==> config.mk <==
export PLATFORM = sky130hd
export DESIGN_NAME = conv_mac_engine
export DESIGN_NICKNAME = d
export VERILOG_FILES = /design/src/rtl/conv_mac_engine.sv
export SDC_FILE = /design/constraint.sdc
export NUM_CORES = 1
export LEC_CHECK = 0
export CELL_PAD_IN_SITES_DETAIL_PLACEMENT = 0
export CELL_PAD_IN_SITES_GLOBAL_PLACEMENT = 1
export CORE_ASPECT_RATIO = 1.4
export CORE_MARGIN = 5
export CORE_UTILIZATION = 40
export CTS_BUF_LIST = sky130_fd_sc_hd__clkbuf_16
export DETAILED_ROUTE_END_ITERATION = 8
export PLACE_DENSITY_LB_ADDON = 0.1
export SLEW_MARGIN = 20
export SYNTH_ARGS = -nofsm -noshare
export SYNTH_HDL_FRONTEND = slang
export SYNTH_SLANG_ARGS = --single-unit
export TNS_END_PERCENT = 1
==> constraint.sdc <==
create_clock -name clk -period 11.4 [get_ports clk]
set_clock_uncertainty 0.05 [all_clocks]
set_input_delay 1.14 -clock clk [delete_from_list [all_inputs] [get_ports clk]]
set_output_delay 1.14 -clock clk [all_outputs]
set_load 0.03 [all_outputs]
==> src/rtl/conv_mac_engine.sv <==
// conv_mac_engine: multi-lane sequential multiply-accumulate over one
// convolution window (SIZE operand pairs plus a bias), LANES products per
// cycle, signed/unsigned operands, arithmetic output shift and optional ReLU.
// Optional feature macro: CONV_MAC_SAT_EN (clamp the result to OUT_WIDTH and
// flag it on sat); when undefined the result wraps and sat stays 0.
// ACC_WIDTH is expected to be larger than OUT_WIDTH.
module conv_mac_engine #(
  parameter int WIDTH     = 8,
  parameter int OUT_WIDTH = 16,
  parameter int SIZE      = 9,
  parameter int LANES     = 1,
  parameter int ACC_WIDTH = 24,
  parameter int SHIFT     = 0
) (
  input  logic                  clk,
  input  logic                  rst,
  input  logic                  start,
  input  logic                  signed_mode,
  input  logic                  relu_en,
  input  logic [SIZE*WIDTH-1:0] a,
  input  logic [SIZE*WIDTH-1:0] b,
  input  logic [2*WIDTH-1:0]    c,
  output logic                  busy,
  output logic [OUT_WIDTH-1:0]  y,
  output logic                  done,
  output logic                  sat
);

  localparam int IDX_W = $clog2(SIZE + LANES + 1);

  typedef enum logic {IDLE, ACCUM} state_t;

  state_t                        state, state_next;
  logic [SIZE*WIDTH-1:0]         a_q, b_q;
  logic                          sgn_q, relu_q;
  logic [IDX_W-1:0]              index;
  logic signed [ACC_WIDTH-1:0]   acc, acc_next, beat_sum;
  logic [ACC_WIDTH-1:0]          c_ext;
  logic [ACC_WIDTH-1:0]          r_val;
  logic signed [WIDTH:0]         ea, eb;
  logic signed [2*WIDTH+1:0]     prod;
  logic                          last_beat;
  logic [OUT_WIDTH-1:0]          y_next;
  logic                          sat_next;
  logic                          unused_hi;

  assign busy      = (state == ACCUM);
  assign last_beat = (int'(index) + LANES >= SIZE);
  assign acc_next  = acc + beat_sum;
  assign c_ext     = signed_mode ? {{(ACC_WIDTH-2*WIDTH){c[2*WIDTH-1]}}, c}
                                 : {{(ACC_WIDTH-2*WIDTH){1'b0}}, c};
  assign unused_hi = ^r_val[ACC_WIDTH-1:OUT_WIDTH];

  // State register: IDLE waits for start, ACCUM runs the beats of one window
  always_ff @(posedge clk or negedge rst) begin
    if (!rst) state <= IDLE;
    else      state <= state_next;
  end

  // Next-state: accept start only in IDLE, return to IDLE after the last beat
  always_comb begin
    state_next = state;
    case (state)
      IDLE:    if (start) state_next = ACCUM;
      ACCUM:   if (last_beat) state_next = IDLE;
      default: state_next = IDLE;
    endcase
  end

  // Sum of this beat's lane products; operands are shifted down each beat so
  // the current elements always sit in the low lanes and padding reads as zero
  always_comb begin
    beat_sum = '0;
    ea       = '0;
    eb       = '0;
    prod     = '0;
    for (int l = 0; l < LANES; l++) begin
      ea       = {sgn_q & a_q[l*WIDTH+WIDTH-1], a_q[l*WIDTH +: WIDTH]};
      eb       = {sgn_q & b_q[l*WIDTH+WIDTH-1], b_q[l*WIDTH +: WIDTH]};
      prod     = ea * eb;
      beat_sum = beat_sum + ACC_WIDTH'(prod);
    end
  end

  // Post-processing of the final accumulator: shift, ReLU, reduce to OUT_WIDTH
  always_comb begin
    if (sgn_q) r_val = acc_next >>> SHIFT;
    else       r_val = acc_next >> SHIFT;
    if (relu_q && sgn_q && r_val[ACC_WIDTH-1]) r_val = '0;
    y_next   = r_val[OUT_WIDTH-1:0];
    sat_next = 1'b0;
`ifdef CONV_MAC_SAT_EN
    if (sgn_q) begin
      if (!(&r_val[ACC_WIDTH-1:OUT_WIDTH-1]) && (|r_val[ACC_WIDTH-1:OUT_WIDTH-1])) begin
        sat_next = 1'b1;
        y_next   = r_val[ACC_WIDTH-1] ? {1'b1, {(OUT_WIDTH-1){1'b0}}}
                                      : {1'b0, {(OUT_WIDTH-1){1'b1}}};
      end
    end else begin
      if (|r_val[ACC_WIDTH-1:OUT_WIDTH]) begin
        sat_next = 1'b1;
        y_next   = {OUT_WIDTH{1'b1}};
      end
    end
`endif
  end

  // Datapath: capture a window on start, accumulate per beat, publish result
  always_ff @(posedge clk or negedge rst) begin
    if (!rst) begin
      a_q    <= '0;
      b_q    <= '0;
      sgn_q  <= 1'b0;
      relu_q <= 1'b0;
      acc    <= '0;
      index  <= '0;
      y      <= '0;
      sat    <= 1'b0;
      done   <= 1'b0;
    end else begin
      done <= 1'b0;
      if (state == IDLE) begin
        if (start) begin
          a_q    <= a;
          b_q    <= b;
          sgn_q  <= signed_mode;
          relu_q <= relu_en;
          acc    <= c_ext;
          index  <= '0;
        end
      end else begin
        acc   <= acc_next;
        index <= index + IDX_W'(LANES);
        a_q   <= a_q >> (LANES*WIDTH);
        b_q   <= b_q >> (LANES*WIDTH);
        if (last_beat) begin
          y    <= y_next;
          sat  <= sat_next;
          done <= 1'b1;
        end
      end
    end
  end

endmodule

# [Word level (Yosys, flattened, before mapping)]
# Index checks and enable logic that the tools add are counted.
[totals] register_bits=192 inputBits=165 out_inout_bits=19 elab_cells=37
[classes] addsub=3 mul=1 n_lt_le_gt_ge=1 n_mux=15 bitwise=3 reduce_logical=5
[ops] op="72-bit two-way mux" count=4
[ops] op="24-bit two-way mux" count=3
[ops] op="24-bit by 18-bit adder with 24-bit output" count=1
[ops] op="9-bit by 9-bit multiplier with 18-bit output" count=1
[ops] op="16-bit two-way mux" count=1
[ops] op="4-bit two-way mux" count=2
[ops] op="4-bit by 1-bit adder with 5-bit output (second input constant)" count=1
[ops] op="5-bit by 4-bit >= comparator with 1-bit output (second input constant)" count=1
[ops] op="4-bit by 1-bit adder with 4-bit output (second input constant)" count=1
[ops] op="1-bit two-way mux" count=4
[ops] op="2-bit AND reduction" count=2
[ops] op="1-bit bitwise AND" count=2
[ops] op="1-bit logical AND" count=2
[ops] op="1-bit case mux with 2 select lines" count=1
[ops] op="2-bit nonzero test" count=1
[ops] op="1-bit inverter" count=1

# [Longest topological paths before layout]
[depth] depth_word=5 ltp_mapped=23 mapped_depth_nobuf=20

# [Worst setup path before layout]
# OpenSTA, ideal clock, no wires.
[synth_timing] path_kind="register to register" startpoint="register sgn_q" endpoint="register y[10]" setup_time_ps=120 arrival_time_ps=5379 required_ps=11230 setup_slack_ps=5851 stages_incl_launch_ff=22 path_buffers=3 synth_period_minus_slack_ps=5549 cell_sequence="dfrtp_1 > and2_1 > clkbuf_1 > nand2_1 > fa_1 > fa_1 > fa_1 > inv_1 > fa_1 > inv_1 > fa_1 > inv_1 > ha_1 > clkbuf_1 > nand2_1 > nor2_1 > o2111ai_1 > a31o_2 > nand3_1 > nor3b_4 > buf_4 > a21oi_1"
[synth_via] elab_chain_cells=5 word_cells_on_any_way=7 cone_classes="1 x add/sub; 1 x mul; 1 x mux; 2 x bitwise; 2 x reduce/logical"
[synth_lines] item="start: declaration" line_no="35" text="logic sgn_q, relu_q;"
[synth_lines] item="start signal: assignment" line_no="126" text="sgn_q <= signed_mode;"
[synth_lines] item="1-bit bitwise AND (on tied branches)" line_no="78, 79"
[synth_lines] item="9-bit by 9-bit multiplier with 18-bit output" line_no="80" text="prod = ea * eb;"
[synth_lines] item="24-bit by 18-bit adder with 24-bit output" line_no="49" text="assign acc_next = acc + beat_sum;"
[synth_lines] item="1-bit logical AND" line_no="89" text="if (relu_q && sgn_q && r_val[ACC_WIDTH-1]) r_val = '0;"
[synth_lines] item="16-bit two-way mux *" line_no="89"
[synth_lines] item="end signal: assignment" line_no="137" text="y <= y_next;"
[synth_lines] item="end: declaration" line_no="24" text="output logic [OUT_WIDTH-1:0] y,"
# Every way passes the cells marked *; elsewhere a longest branch is shown, timed or not.
# A chain may end at the register's enable or synchronous reset.

# [Worst setup path in the final report]
[layout_timing] startpoint="register a_q[7]" endpoint="register y[15]"
[layout_via] elab_chain_cells=5
[layout_lines] item="start: declaration" line_no="34" text="logic [SIZE*WIDTH-1:0] a_q, b_q;"
[layout_lines] item="start signal: assignment" line_no="134" text="a_q <= a_q >> (LANES*WIDTH);"
[layout_lines] item="1-bit bitwise AND" line_no="78" text="ea = {sgn_q & a_q[l*WIDTH+WIDTH-1], a_q[l*WIDTH +: WIDTH]};"
[layout_lines] item="9-bit by 9-bit multiplier with 18-bit output *" line_no="80"
[layout_lines] item="24-bit by 18-bit adder with 24-bit output *" line_no="49"
[layout_lines] item="1-bit logical AND" line_no="89"
[layout_lines] item="16-bit two-way mux *" line_no="89"
# Marks and branches as above.

==> flow_summary.toml <==
[run_status]
outcome = "complete, no violations"

[drt]
drc = 0
antenna_left = 0
wl_met3_mm = 1.69
met2WireLength_mm = 17.8
dr.max_layer_used = "met5"
wl_met1_mm = 13.2
routed_via_density = 4.87
vias = 9380
drt-pass1-iter-count = 5
drt_iter0_markers = 472
routed_wl_mm = 33.6
wl_per_cell_um = 17.4

[finish]
antenna_cells = 0
n_fill_cell = 3115
layout-drive-gt1-share = 0.0363
area_growth_pct = 21.0
nNetsFinal = 1799

[clock_network]
h-tree-depth = 4
hold_buffers = 0
tritoncts = "done"
ctsResizeCount = 0
cts_setup_buffers = 0
clkLatencyLatePin_ns = 0.45
cts_sinks = 192
clockBufferDepth = 2
cts.clk_slew.worst_paths_ns = 0.08
cts-root-buf = "clkbuf_16"
cts_buffers = 17

[hold_path]
min_path_type = "flip-flop to flip-flop"

[logic_synthesis]
yosys_warnings = 0
syn-num-nets = 1670
synth-seq-cells = 192
netlist_area_mm2 = 0.0130
async_flop_share = 1.00
synth_edf_count = 0
syn_area_per_cell_um2 = 9.69
synth_cells = 1344
ys_types = 52
ys.flop_type = "dfrtp_1"
ys_seq_area_frac = 0.369

[die]
fp.dieH_um = 223
dieArea_mm2 = 0.0363
start_util = 0.403
fp.dieW_um = 162
core-area_mm2 = 0.0323
rows = 78
ios = 184

[global_route]
grt_util_all_layers = 0.189
grt_pass1_wl_mm = 53.4
antenna_found_initial = 4
grt_pass1_vias = 9733
grt.overflow.total = 0
grt_max_degree = 241

[critical_path]
critPathKind = "flip-flop to flip-flop"
cp.required_ns = 11.64
crit_fanout = 16
worst_setup_path_end_kind = "flip-flop"
start_kind = "flip-flop"
crit_arrival_ns = 6.49

[sta]
setup_viol = 0
finalCritPeriodShare = 0.549
period_minus_slack_ns = 6.26
fmax_mhz = 160
final.setup.tns_ns = 0
hold_viol_final = 0
maxSlewHeadroom = 0.298
rsz0062_at_grt = "false"
worstMarginPinSlew_ns = 1.05
slew_viol_final = 0

[placement]
gp_congestion = 0.857
hpwl_mm = 25.5
io_buffers = 182

[job]
maxCapViolations = 0
-- per-layer routing --
metal,vias to the layer above,track usage
li1,4632,-
met5,-,0
met1,4523,0.218
met4,8,0.0538
met3,48,0.0506
met2,169,0.343
-- path summary, 6_finish.rpt --
path                       slack, ns  depth (start not counted)                start                  end
setup / recovery                5.14                         18   a_q[7]$_DFFE_PN0P_    y[15]$_DFFE_PN0P_
hold / removal                  0.43                          2  a_q[32]$_DFFE_PN0P_  a_q[24]$_DFFE_PN0P_
setup reg to reg                5.14                         18   a_q[7]$_DFFE_PN0P_    y[15]$_DFFE_PN0P_
hold reg to reg                 0.43                          2  a_q[32]$_DFFE_PN0P_  a_q[24]$_DFFE_PN0P_
max in group asynchronous       9.36                          2                  rst   b_q[8]$_DFFE_PN0P_
min in group asynchronous       0.60                          1                  rst  a_q[57]$_DFFE_PN0P_
-- state kept, by name, indices dropped and copies added (netlist names) --
name and count:
y 16, acc 24, sgn_q 1, index 4, relu_q 1, done 1, a_q 72, busy 1
b_q 72
-- metrics by stage --
step | cells | utilization | instance area [um^2] | setup slack, ns | hold WS [ns]
finish | 1926 | 0.488 | 15800 | 5.14 | 0.431
global placement | 1894 | 0.469 | 15200 | 5.26 | 0.413
detailed placement | 1894 | 0.469 | 15200 | 5.13 | 0.417
CTS | 1926 | 0.488 | 15800 | 5.13 | 0.435
global route | 1926 | 0.488 | 15800 | 4.74 | 0.463
floorplan | 1344 | - | 13000 | 5.85 | 0.402
-- critical path: stages, from the launching register on --
cell and delay, ns:
dfrtp_1 0.53, and2_1 0.31, nand2_1 0.17, fa_1 0.63
fa_1 0.57, fa_1 0.69, inv_1 0.15, fa_1 0.50
inv_1 0.05, fa_1 0.47, inv_1 0.04, ha_1 0.41
nand2_1 0.11, nor2_1 0.15, o2111ai_1 0.12, a31o_2 0.24
nand3_1 0.10, nor3b_4 0.70, a211oi_1 0.11
-- area by class of cell --
cell class / instances / area (um^2) / area share
Sequential cell: 192 / 4810 / 0.305
Timing Repair Buffer: 188 / 1890 / 0.120
Clock buffer: 17 / 425 / 0.0270
Multi-Input combinational cell: 915 / 7310 / 0.464
Inverter: 159 / 597 / 0.0379
Tap cell: 440 / 551 / 0.0349
Clock inverter: 15 / 175 / 0.0111
-- cells in the final DEF (no fill, tap or decap), drive strengths merged, types with 18 or more instances in the layout --
cell / n
mux2i: 159
nand2: 224
dfrtp: 192
nor2: 33
inv: 166
clkbuf: 18
ha: 63
and2: 39
o21ai: 170
clkdlybuf4s50: 180
a21oi: 33
fa: 98
-- synth_stat cells (2+ instances only) --
library cell,n,share of area
clkbuf_1,64,0.018
o31ai_1,2,0.0012
xnor2_1,13,0.0087
nand3_1,8,0.0031
buf_2,6,0.0023
mux2_2,2,0.0017
inv_1,158,0.046
and2_1,38,0.018
a31oi_1,7,0.0034
o21ai_0,170,0.065
buf_4,2,0.0012
xor2_1,12,0.0081
nor2_1,33,0.0095
a31o_2,3,0.0020
nand4_1,2,0.00096
a21o_1,9,0.0052
and3_1,6,0.0029
nor2b_1,4,0.0019
nand2b_1,2,0.00096
dfrtp_1,192,0.37
ha_1,63,0.061
fa_1,98,0.15
buf_1,6,0.0017
mux2i_1,159,0.12
a21oi_1,33,0.013
o21bai_1,2,0.0012
a21boi_0,2,0.0012
a211oi_1,2,0.0012
nand2_1,223,0.064
-- cells by family (layout without fill, tap and decap cells) --
family | count (synthesis) | after routing | synth area share
AOI/OAI and AO/OA | 240 | 240 | 0.0999
xor gates and xnor gates | 25 | 25 | 0.0168
muxes | 161 | 161 | 0.124
buffers and inverters | 237 | 379 | 0.0695
DFF | 192 | 192 | 0.369
other | 1 | 1 | 0.000288
and+or+nand+nor | 327 | 327 | 0.109
adders and majority gates | 161 | 161 | 0.211
Power is left out: the tool's default activity adds up to more than one toggle a clock period on the data nets, which glitch-free logic cannot reach.
